**src/rtl/shell_reset_sequencer.sv**
```systemverilog
// -----------------------------------------------------------------------------
// shell_reset_sequencer
//
// Brings up the PCIe shell region. It holds the PCIe core in reset
// (pcie_perstn low), waits for link-up together with clock lock, holds the
// user/role logic in reset for a fixed time, and then reports shell_ready.
// The sequence restarts on link loss or on a host soft-reset request.
// Link training is retried with a bounded timeout. Once the retries are
// exhausted the FSM parks in FAIL until a soft reset arrives.
//
// Optional feature macro: SHELL_RST_SYNC_EN
//   defined   : link_up and mmcm_locked each pass through a 2-flop synchroniser
//               (reset to 0) before use.
//   undefined : both inputs are used directly (same-clock source).
//
// Ports
//   clk           in   shell clock
//   reset         in   asynchronous, active-high reset
//   sw_reset_req  in   single-cycle soft-reset request from host MMIO
//   link_up       in   PCIe core link-up status
//   mmcm_locked   in   shell clock generator lock
//   pcie_perstn   out  PCIe core reset, active-low
//   user_reset    out  user/role logic reset, active-high
//   shell_ready   out  shell operational
//   link_timeout  out  sticky flag: at least one link timeout since last clear
//   retry_count   out  [3:0] link timeouts in the current sequence
//   state         out  [2:0] 0 PERST, 1 WAIT_LINK, 2 USER_RST, 3 RUN, 4 FAIL
// -----------------------------------------------------------------------------
module shell_reset_sequencer #(
  parameter int PERST_CYCLES    = 10,
  parameter int LINK_TIMEOUT    = 65535,
  parameter int USER_RST_CYCLES = 16,
  parameter int MAX_RETRY       = 3,
  parameter int CNT_W           = 16
) (
  input  logic       clk,
  input  logic       reset,
  input  logic       sw_reset_req,
  input  logic       link_up,
  input  logic       mmcm_locked,
  output logic       pcie_perstn,
  output logic       user_reset,
  output logic       shell_ready,
  output logic       link_timeout,
  output logic [3:0] retry_count,
  output logic [2:0] state
);

  typedef enum logic [2:0] {
    S_PERST     = 3'd0,
    S_WAIT_LINK = 3'd1,
    S_USER_RST  = 3'd2,
    S_RUN       = 3'd3,
    S_FAIL      = 3'd4
  } state_t;

  localparam logic [CNT_W-1:0] PERST_LAST = CNT_W'(PERST_CYCLES - 1);
  localparam logic [CNT_W-1:0] LINK_LAST  = CNT_W'(LINK_TIMEOUT - 1);
  localparam logic [CNT_W-1:0] USER_LAST  = CNT_W'(USER_RST_CYCLES - 1);
  localparam logic [3:0]       RETRY_MAX  = 4'(MAX_RETRY);

  state_t           r_state;
  logic [CNT_W-1:0] r_cnt;
  logic [3:0]       r_retry;
  logic             r_timeout;
  logic             r_perstn;
  logic             r_user_reset;
  logic             r_shell_ready;

  state_t           w_next_state;
  logic [CNT_W-1:0] w_cnt_next;
  logic [3:0]       w_retry_next;
  logic [3:0]       w_retry_inc;
  logic             w_timeout_next;
  logic             w_link_ok;

`ifdef SHELL_RST_SYNC_EN
  logic [1:0] r_link_sync;
  logic [1:0] r_lock_sync;

  always_ff @(posedge clk or posedge reset) begin
    if (reset) begin
      r_link_sync <= 2'b00;
      r_lock_sync <= 2'b00;
    end else begin
      r_link_sync <= {r_link_sync[0], link_up};
      r_lock_sync <= {r_lock_sync[0], mmcm_locked};
    end
  end

  assign w_link_ok = r_link_sync[1] & r_lock_sync[1];
`else
  assign w_link_ok = link_up & mmcm_locked;
`endif

  // Saturating increment. FAIL is entered on reaching the maximum, so the
  // saturation branch is a safety net that keeps the count from wrapping.
  assign w_retry_inc = (r_retry == RETRY_MAX) ? r_retry : r_retry + 4'd1;

  always_comb begin
    w_next_state   = r_state;
    w_retry_next   = r_retry;
    w_timeout_next = r_timeout;

    // A soft reset overrides everything except an ongoing PERST phase,
    // where it would only restart a phase that is already running.
    if (sw_reset_req && (r_state != S_PERST)) begin
      w_next_state   = S_PERST;
      w_retry_next   = 4'd0;
      w_timeout_next = 1'b0;
    end else begin
      case (r_state)
        S_PERST: begin
          if (r_cnt == PERST_LAST) w_next_state = S_WAIT_LINK;
        end
        S_WAIT_LINK: begin
          // link_ok takes precedence over a timeout in the same cycle.
          if (w_link_ok) begin
            w_next_state = S_USER_RST;
          end else if (r_cnt == LINK_LAST) begin
            w_timeout_next = 1'b1;
            w_retry_next   = w_retry_inc;
            w_next_state   = (w_retry_inc == RETRY_MAX) ? S_FAIL : S_PERST;
          end
        end
        S_USER_RST: begin
          if (!w_link_ok)              w_next_state = S_WAIT_LINK;
          else if (r_cnt == USER_LAST) w_next_state = S_RUN;
        end
        S_RUN: begin
          if (!w_link_ok) w_next_state = S_WAIT_LINK;
        end
        S_FAIL: begin
          w_next_state = S_FAIL;
        end
        default: begin
          w_next_state = S_PERST;
        end
      endcase
    end

    // A successful bring-up starts a fresh retry budget.
    if ((w_next_state == S_RUN) && (r_state != S_RUN)) w_retry_next = 4'd0;
  end

  // The phase counter clears on every state change and only runs in the
  // timed phases, so it never passes the limit of its phase.
  always_comb begin
    if (w_next_state != r_state)                      w_cnt_next = '0;
    else if ((r_state == S_RUN) || (r_state == S_FAIL)) w_cnt_next = '0;
    else                                              w_cnt_next = r_cnt + CNT_W'(1);
  end

  // Moore outputs are decoded from the next state so the registered values
  // line up with the state register.
  always_ff @(posedge clk or posedge reset) begin
    if (reset) begin
      r_state       <= S_PERST;
      r_cnt         <= '0;
      r_retry       <= 4'd0;
      r_timeout     <= 1'b0;
      r_perstn      <= 1'b0;
      r_user_reset  <= 1'b1;
      r_shell_ready <= 1'b0;
    end else begin
      r_state       <= w_next_state;
      r_cnt         <= w_cnt_next;
      r_retry       <= w_retry_next;
      r_timeout     <= w_timeout_next;
      r_perstn      <= !((w_next_state == S_PERST) || (w_next_state == S_FAIL));
      r_user_reset  <= (w_next_state != S_RUN);
      r_shell_ready <= (w_next_state == S_RUN);
    end
  end

  assign pcie_perstn  = r_perstn;
  assign user_reset   = r_user_reset;
  assign shell_ready  = r_shell_ready;
  assign link_timeout = r_timeout;
  assign retry_count  = r_retry;
  assign state        = r_state;

endmodule

```
**config.mk**
```make
export PLATFORM = sky130hd
export DESIGN_NAME = shell_reset_sequencer
export DESIGN_NICKNAME = d
export VERILOG_FILES = /design/src/rtl/shell_reset_sequencer.sv
export SDC_FILE = /design/constraint.sdc
export NUM_CORES = 1
export LEC_CHECK = 0
export ABC_AREA = 1
export CAP_MARGIN = 15
export CORE_MARGIN = 2
export CORE_UTILIZATION = 55
export DETAILED_ROUTE_END_ITERATION = 6
export GPL_ROUTABILITY_DRIVEN = 0
export HOLD_SLACK_MARGIN = 0.1
export PLACE_DENSITY = 0.77
export SLEW_MARGIN = 20
export SYNTH_ARGS = -nofsm -noshare
export SYNTH_HDL_FRONTEND = slang
export SYNTH_SLANG_ARGS = --single-unit
```
**constraint.sdc**
```tcl
create_clock -name clk -period 2.4 [get_ports clk]
set_input_delay 0.24 -clock clk [delete_from_list [all_inputs] [get_ports clk]]
set_output_delay 0.24 -clock clk [all_outputs]
set_load 0.01 [all_outputs]
```
==> key figures, run 1 <==
Status
  • Outcome: finished, final reports clean

Power
  • Pwr/cell area: between 600 and 700 mW/mm^2
  • Seq pwr share: 0.455
  • Switching Fraction: 0.426
  • Total power: approximately 1.3 mW
  • Maximum VDD drop: 0.428 mV
  • Clock power share: 0.153
  • Lkg Pwr: 0.848 nW
  • Int Pwr: about 0.74 mW
  • Combinational power share: 0.392
  • Switching power of the nets: 0.551 mW

Floorplan
  • Ports: 16
  • Initial core utilization: 0.590
  • Die H: 59.1 microns
  • Die area: 0.00349 sq mm
  • Core area: approximately 0.0028 sq mm
  • Die W: 59.1 microns
  • Rows: 19

Cells and area
  • Fillers: approximately 240
  • Nets: 232
  • Antenna diode count: 0
  • Area grow syn2layout: 12.2%
  • Commonest non-fill, non-tap cells in the layout: 37 x nand2_1, 29 x nor2_1, 26 x dfrtp_1
  • Post-route cell area: 0.00187 sq mm
  • Most common cell after layout, fill and taps aside: nand2_1
  • Layout cells sized above 1: 0.158

Synthesis
  • Register area share after synthesis: 0.405
  • Yosys reg bits: 27
  • Mapped cell area: 0.00167 sq mm
  • EDFF count, synth: 0
  • Yosys cell types: 27
  • Ys flop type: dfrtp_1
  • Syn Nets: 212
  • Post-synth ARST share: 1.00
  • Average cell area after synthesis: 8.23 sq um
  • Yosys Warn Count: 0
  • Syn Inst Count: between 200 and 250

STA
  • Worst-Margin Slew: 0.398 ns
  • Final hold violations: 0
  • Final setup viols: 0
  • Fmax achieved: 494 MHz
  • Max-slew violation total from the final report: 0
  • Final setup TNS: 0 ns
  • Final min period: 2.02 ns
  • Setup Skew: 0.00975 ns
  • Slew margin rel.: 0.735
  • Period utilization: 0.843
  • Unrepaired setup endpoints after global routing: false

Clocking
  • Clk_lat worst skew: 0.33 ns
  • CTS clk-pin slew, worst paths: 0.15 ns
  • Num CTS Buffers: 3
  • CTS Hold Bufs: 0
  • Max clock buf depth: 2
  • # clock sinks: 27
  • CTS tree: built
  • CTS H-tree depth: 1
  • Post-CTS Setup Bufs: 0
  • Clock tree root driver cell: clkbuf_4
  • Post-CTS sizing: 0

Job
  • Max cap viols: 0

Placed design
  • HPWL Detailed: 2.48 mm
  • PortBufs: 15
  • Placed Area: 0.00185 sq mm

Setup path
  • Worst path bufs/invs: 0
  • Cell repeated most along the worst path: nand2_1
  • Critical-path top delay cell: dfrtp_1
  • Critical path's top delay family: simple AND/OR/NAND/NOR gates
  • Crit-path max cell delay: 0.46 ns
  • Req. time, crit path: 2.66 ns
  • Worst-path cell chain: ha_1 > nand3_1 > nand2_1 > o21ai_0 > nand2_1 > nor2_1 > nand2_1 > nand2_1 > nor2_2 > nand3_4 > nor2_1
  • Arr. time, crit path: roughly 2.3 ns
  • R2r setup slk: 0.38 ns
  • Critical Path Start Type: flip-flop
  • Crit end category: flip-flop
  • Crit path depth: 11
  • WS Path Type: reg2reg
  • R2R depth: 11
  • Worst-path fanout max: 16

Global routing
  • GR Overflow Total: 0
  • First-pass GRT wire length: 5.69 mm
  • Largest net degree at the start of global routing: 19
  • Number of global-route vias before repair: 1315
  • Initial antenna violation count: 0
  • Total track usage: 0.214

Routing
  • Pre-antenna DRT Iters: 4
  • Vias per Instance: 5.34
  • Total wire length: ~3.2 mm
  • Routed len/inst: 12.6 microns
  • # DRC: 0
  • Drt initial violations: 70
  • DR vias: 1351
  • Final ANT Viol Nets: 0

Min path
  • Tightest Hold Check Type: in2async
-- final cells by class --
| class | instances | area, sq um | share of cell area |
|---|---|---|---|
| Timing Repair Buffer | 17 | 165 | 0.0881 |
| Sequential cell | 27 | 677 | 0.361 |
| Multi-Input combinational cell | 148 | 868 | 0.463 |
| Tap cell | 31 | 38.8 | 0.0207 |
| Inverter | 26 | 97.6 | 0.0521 |
| Clock buffer | 3 | 22.5 | 0.0120 |
| Clock inverter | 1 | 5.00 | 0.00267 |
-- cells in the mapped netlist, types with 4 or more instances --
| master | number | area (sq um) |
|---|---|---|
| dfrtp_1 | 26 | 651 |
| ha_1 | 4 | 50.1 |
| inv_1 | 24 | 90.1 |
| nand2_1 | 37 | 139 |
| nand2_2 | 5 | 31.3 |
| nand3_1 | 16 | 80.1 |
| nand4_1 | 5 | 31.3 |
| nor2_1 | 29 | 109 |
| nor2_2 | 6 | 37.5 |
| nor2_4 | 11 | 124 |
| nor3_1 | 6 | 30.0 |
| xnor2_1 | 5 | 43.8 |
| xor2_1 | 9 | 78.8 |
-- power groups by stage --
| stage | Sequential, mW | Combinational (mW) | Clock, mW |
|---|---|---|---|
| after floorplan | 0.593 | 0.443 | 0 |
| after global placement | 0.592 | 0.496 | 0 |
| after detailed placement | 0.597 | 0.510 | 0 |
| after CTS | 0.588 | 0.512 | 0.209 |
| after global routing | 0.599 | 0.557 | 0.219 |
| final | 0.588 | 0.506 | 0.197 |
-- final timing paths --
| kind | startpoint | to |
|---|---|---|
| setup / recovery | retry_count[0]$_DFFE_PP0P_ | r_cnt[0]$_DFF_PP0_ |
| max in group asynchronous | reset | r_cnt[15]$_DFF_PP0_ |
| hold reg to reg | link_timeout$_DFFE_PP0P_ | link_timeout$_DFFE_PP0P_ |
| setup reg to reg | retry_count[0]$_DFFE_PP0P_ | r_cnt[0]$_DFF_PP0_ |
| min in group clk | link_timeout$_DFFE_PP0P_ | link_timeout$_DFFE_PP0P_ |
| hold / removal | reset | shell_ready$_DFF_PP0_ |
-- flip-flops by register name (all words and copies together), names as in the netlist --
| register | flops |
|---|---|
| r_cnt | 16 |
| retry_count | 4 |
| user_reset | 1 |
| shell_ready | 1 |
| link_timeout | 1 |
| pcie_perstn | 1 |
| state | 3 |
-- cell families (layout without fill, tap and decap cells) --
kind of cell	count (synthesis)	count (layout)	share of synthesized area
xor+xnor	14	14	0.0734
flops	27	27	0.405
buf+inv	28	47	0.0749
fa+ha+maj	4	4	0.0300
simple gates	120	120	0.382
compound gates	10	10	0.0345
-- through the flow --
stage                     cells  setup WS (ns)   util  hold slack [ns]
after floorplan             203          0.635      -            0.292
after global placement      249          0.476  0.653            0.504
after detailed placement    249          0.388  0.653            0.508
after CTS                   253          0.368  0.663            0.155
after global routing        253          0.114  0.663            0.183
final                       253          0.376  0.663            0.159
-- per-layer routing --
metal / up-vias / wire, microns / GRT usage
li1: 676 / - / -
met1: 629 / 1500 / 0.305
met2: 39 / 1510 / 0.332
met3: 7 / 132 / 0.0262
met4: 0 / 50 / 0.0877
met5: - / 0 / 0
Power figures use the tool's default switching activity.
==> run 2: changes to the inputs <==
CORE_UTILIZATION = 51   (was 55)
PLACE_DENSITY = 0.75   (was 0.77)
clock period = 1.85 ns   (was 2.4 ns; I/O delays follow)
==> run 2 against run 1 <==
- the flow now finishes with violations (negative setup slack)
- clock power increased by 32%
- worst hold slack gained 0.027 ns
- sequential cell count did not move
- largest cell class unchanged
- critical path depth rose by 3
- via count grew 4.2%
==> key figures, run 2 (synthesis gave the netlist of run 1 again) <==
Floorplan
  • Initial core utilization: 0.543
  • Ports: 16
  • Core area: 0.00308 sq mm
  • Rows: 20
  • Die area: 0.00375 sq mm
  • Die W: 61.2 microns
  • Die H: 61.2 microns

STA
  • Final min period: 1.92 ns
  • Period utilization: 1.04
  • Max-slew violation total from the final report: 0
  • Final hold violations: 0
  • Setup WS post-layout: -0.0660 ns
  • Unrepaired setup endpoints after global routing: true
  • Slew margin rel.: 0.611
  • Fmax achieved: 522 MHz
  • Hold_ws: 0.185 ns
  • Setup Skew: 0.00646 ns
  • Worst-Margin Slew: 0.583 ns
  • Final setup viols: 16

Global routing
  • Met3 usage: 0.0231
  • First-pass GRT wire length: 5.43 mm
  • Initial antenna violation count: 0
  • GR Util met1: 0.269
  • GR Overflow Total: 0
  • Most Used Layer, Global Route: met2
  • Met2 GRT Util: 0.319
  • Number of global-route vias before repair: about 1300
  • Total track usage: 0.197
  • Largest net degree at the start of global routing: 17

Clocking
  • Clock tree root driver cell: clkbuf_4
  • CTS H-tree depth: 1
  • # clock sinks: 27
  • CTS clk-pin slew, worst paths: roughly 0.15 ns
  • Num CTS Buffers: 3
  • Clk_lat worst skew: 0.33 ns
  • CTS tree: built
  • Max clock buf depth: 2
  • CTS Hold Bufs: 0

Routing
  • Drt initial violations: 52
  • Final ANT Viol Nets: 0
  • # DRC: 0
  • Total wire length: 3.50 mm
  • DR vias: 1408
  • Pre-antenna DRT Iters: 4
  • Routed len/inst: 12.3 microns
  • Vias per Instance: 4.96

Setup path
  • Arr. time, crit path: between 2 and 2.5 ns
  • Worst-path fanout max: 8
  • WS Path Type: reg2reg
  • Critical Path Start Type: flip-flop
  • Req. time, crit path: between 2 and 2.5 ns
  • Crit end category: flip-flop

Status
  • Outcome: finished with violations
  • Failing checks: negative setup slack

Job
  • Max cap viols: 0

Cells and area
  • Nets: 250
  • Commonest non-fill, non-tap cells in the layout: 35 x nand2_1, 26 x dfrtp_1, 24 x inv_1
  • Sequential cell area: between 600 and 700 sq um
  • Most common cell after layout, fill and taps aside: nand2_1
  • Fillers: 255
  • Layout cells sized above 1: 0.275
  • Finished Core Util: 0.689
  • Reg with most FFs: r_cnt
  • Max reg flops: 16
  • Area grow syn2layout: 27.0%
  • Antenna diode count: 0
  • Multi-input logic area: 937 sq um

Power
  • Clock power share: 0.122
  • Maximum VDD drop: a little over 0.7 mV
  • Switching power of the nets: ~0.89 mW
  • Seq pwr share: 0.359
  • Combinational power share: 0.519
  • Int Pwr: 1.26 mW
  • Total power: 2.15 mW
  • Switching Fraction: 0.414
  • Pwr/cell area: 1010 mW/mm^2
  • Lkg Pwr: 0.948 nW

Placed design
  • PortBufs: 15
  • Dpl ws: -0.0305 ns
  • HPWL Detailed: 2.56 mm

Min path
  • Tightest Hold Check Type: in2async
==> run 2: area by class of cell <==
type | count | area share
inverters | 26 | 0.0460
multi-input cells | 148 | 0.442
flip-flops and latches | 27 | 0.319
clock buffers | 4 | 0.0124
repair buffers | 35 | 0.155
well taps | 44 | 0.0259
==> run 2: power groups by stage <==
stage | clock network (mW) | registers [mW] | logic [mW]
2_1_floorplan | 0 | 0.769 | 0.575
3_3_place_gp | 0 | 0.769 | 0.833
3_5_place_dp | 0 | 0.773 | 0.856
4_1_cts | 0.270 | 0.756 | 0.881
5_1_grt | 0.288 | 0.782 | 1.18
6_report | 0.261 | 0.770 | 1.11
==> run 2: worst paths after layout <==
check	depth (start not counted)	slack, ns	from	endpoint
setup / recovery	14	-0.07	r_cnt[0]$_DFF_PP0_	r_cnt[12]$_DFF_PP0_
hold / removal	2	0.19	reset	shell_ready$_DFF_PP0_
setup reg to reg	14	-0.07	r_cnt[0]$_DFF_PP0_	r_cnt[12]$_DFF_PP0_
hold reg to reg	2	0.54	link_timeout$_DFFE_PP0P_	link_timeout$_DFFE_PP0P_
max in group asynchronous	3	1.14	reset	r_cnt[7]$_DFF_PP0_
min in group clk	2	0.52	sw_reset_req	state[2]$_DFF_PP0_
==> run 2: repair_timing <==
| action | 4_1_cts | 5_1_grt |
|---|---|---|
| buffers inserted | 1 | 6 |
| resized for setup | 0 | 20 |
| pin swaps | 1 | 12 |
| setup endpoints to repair | 16 | 19 |
==> run 2: worst max-delay path, stage by stage, from the launching register on <==
cell and delay [ns]:
dfrtp_1 0.43, inv_1 0.08, ha_2 0.19, nand2_2 0.06, nor2_1 0.10, nand2_1 0.09, nor2_4 0.15, nor2_2 0.06
nor2_2 0.09, nand2_2 0.10, nand2_4 0.10, nand2_4 0.05, nand3_4 0.11, buf_12 0.16, nor2_4 0.04
==> run 2: per-stage QoR <==
step | setup TNS (ns) | area (sq um) | cells
2_1_floorplan | 0 | 1670 | 203
3_3_place_gp | 0 | 1970 | 273
3_5_place_dp | -0.278 | 1970 | 273
4_1_cts | 0 | 2000 | 278
5_1_grt | -2.30 | 2120 | 284
6_report | -0.928 | 2120 | 284
==> run 2: metal layers <==
layer  up-vias  routed length, microns
met3         9                     171
met2        38                    1700
met1       651                    1550
met5         -                       0
li1        710                       -
met4         0                      76
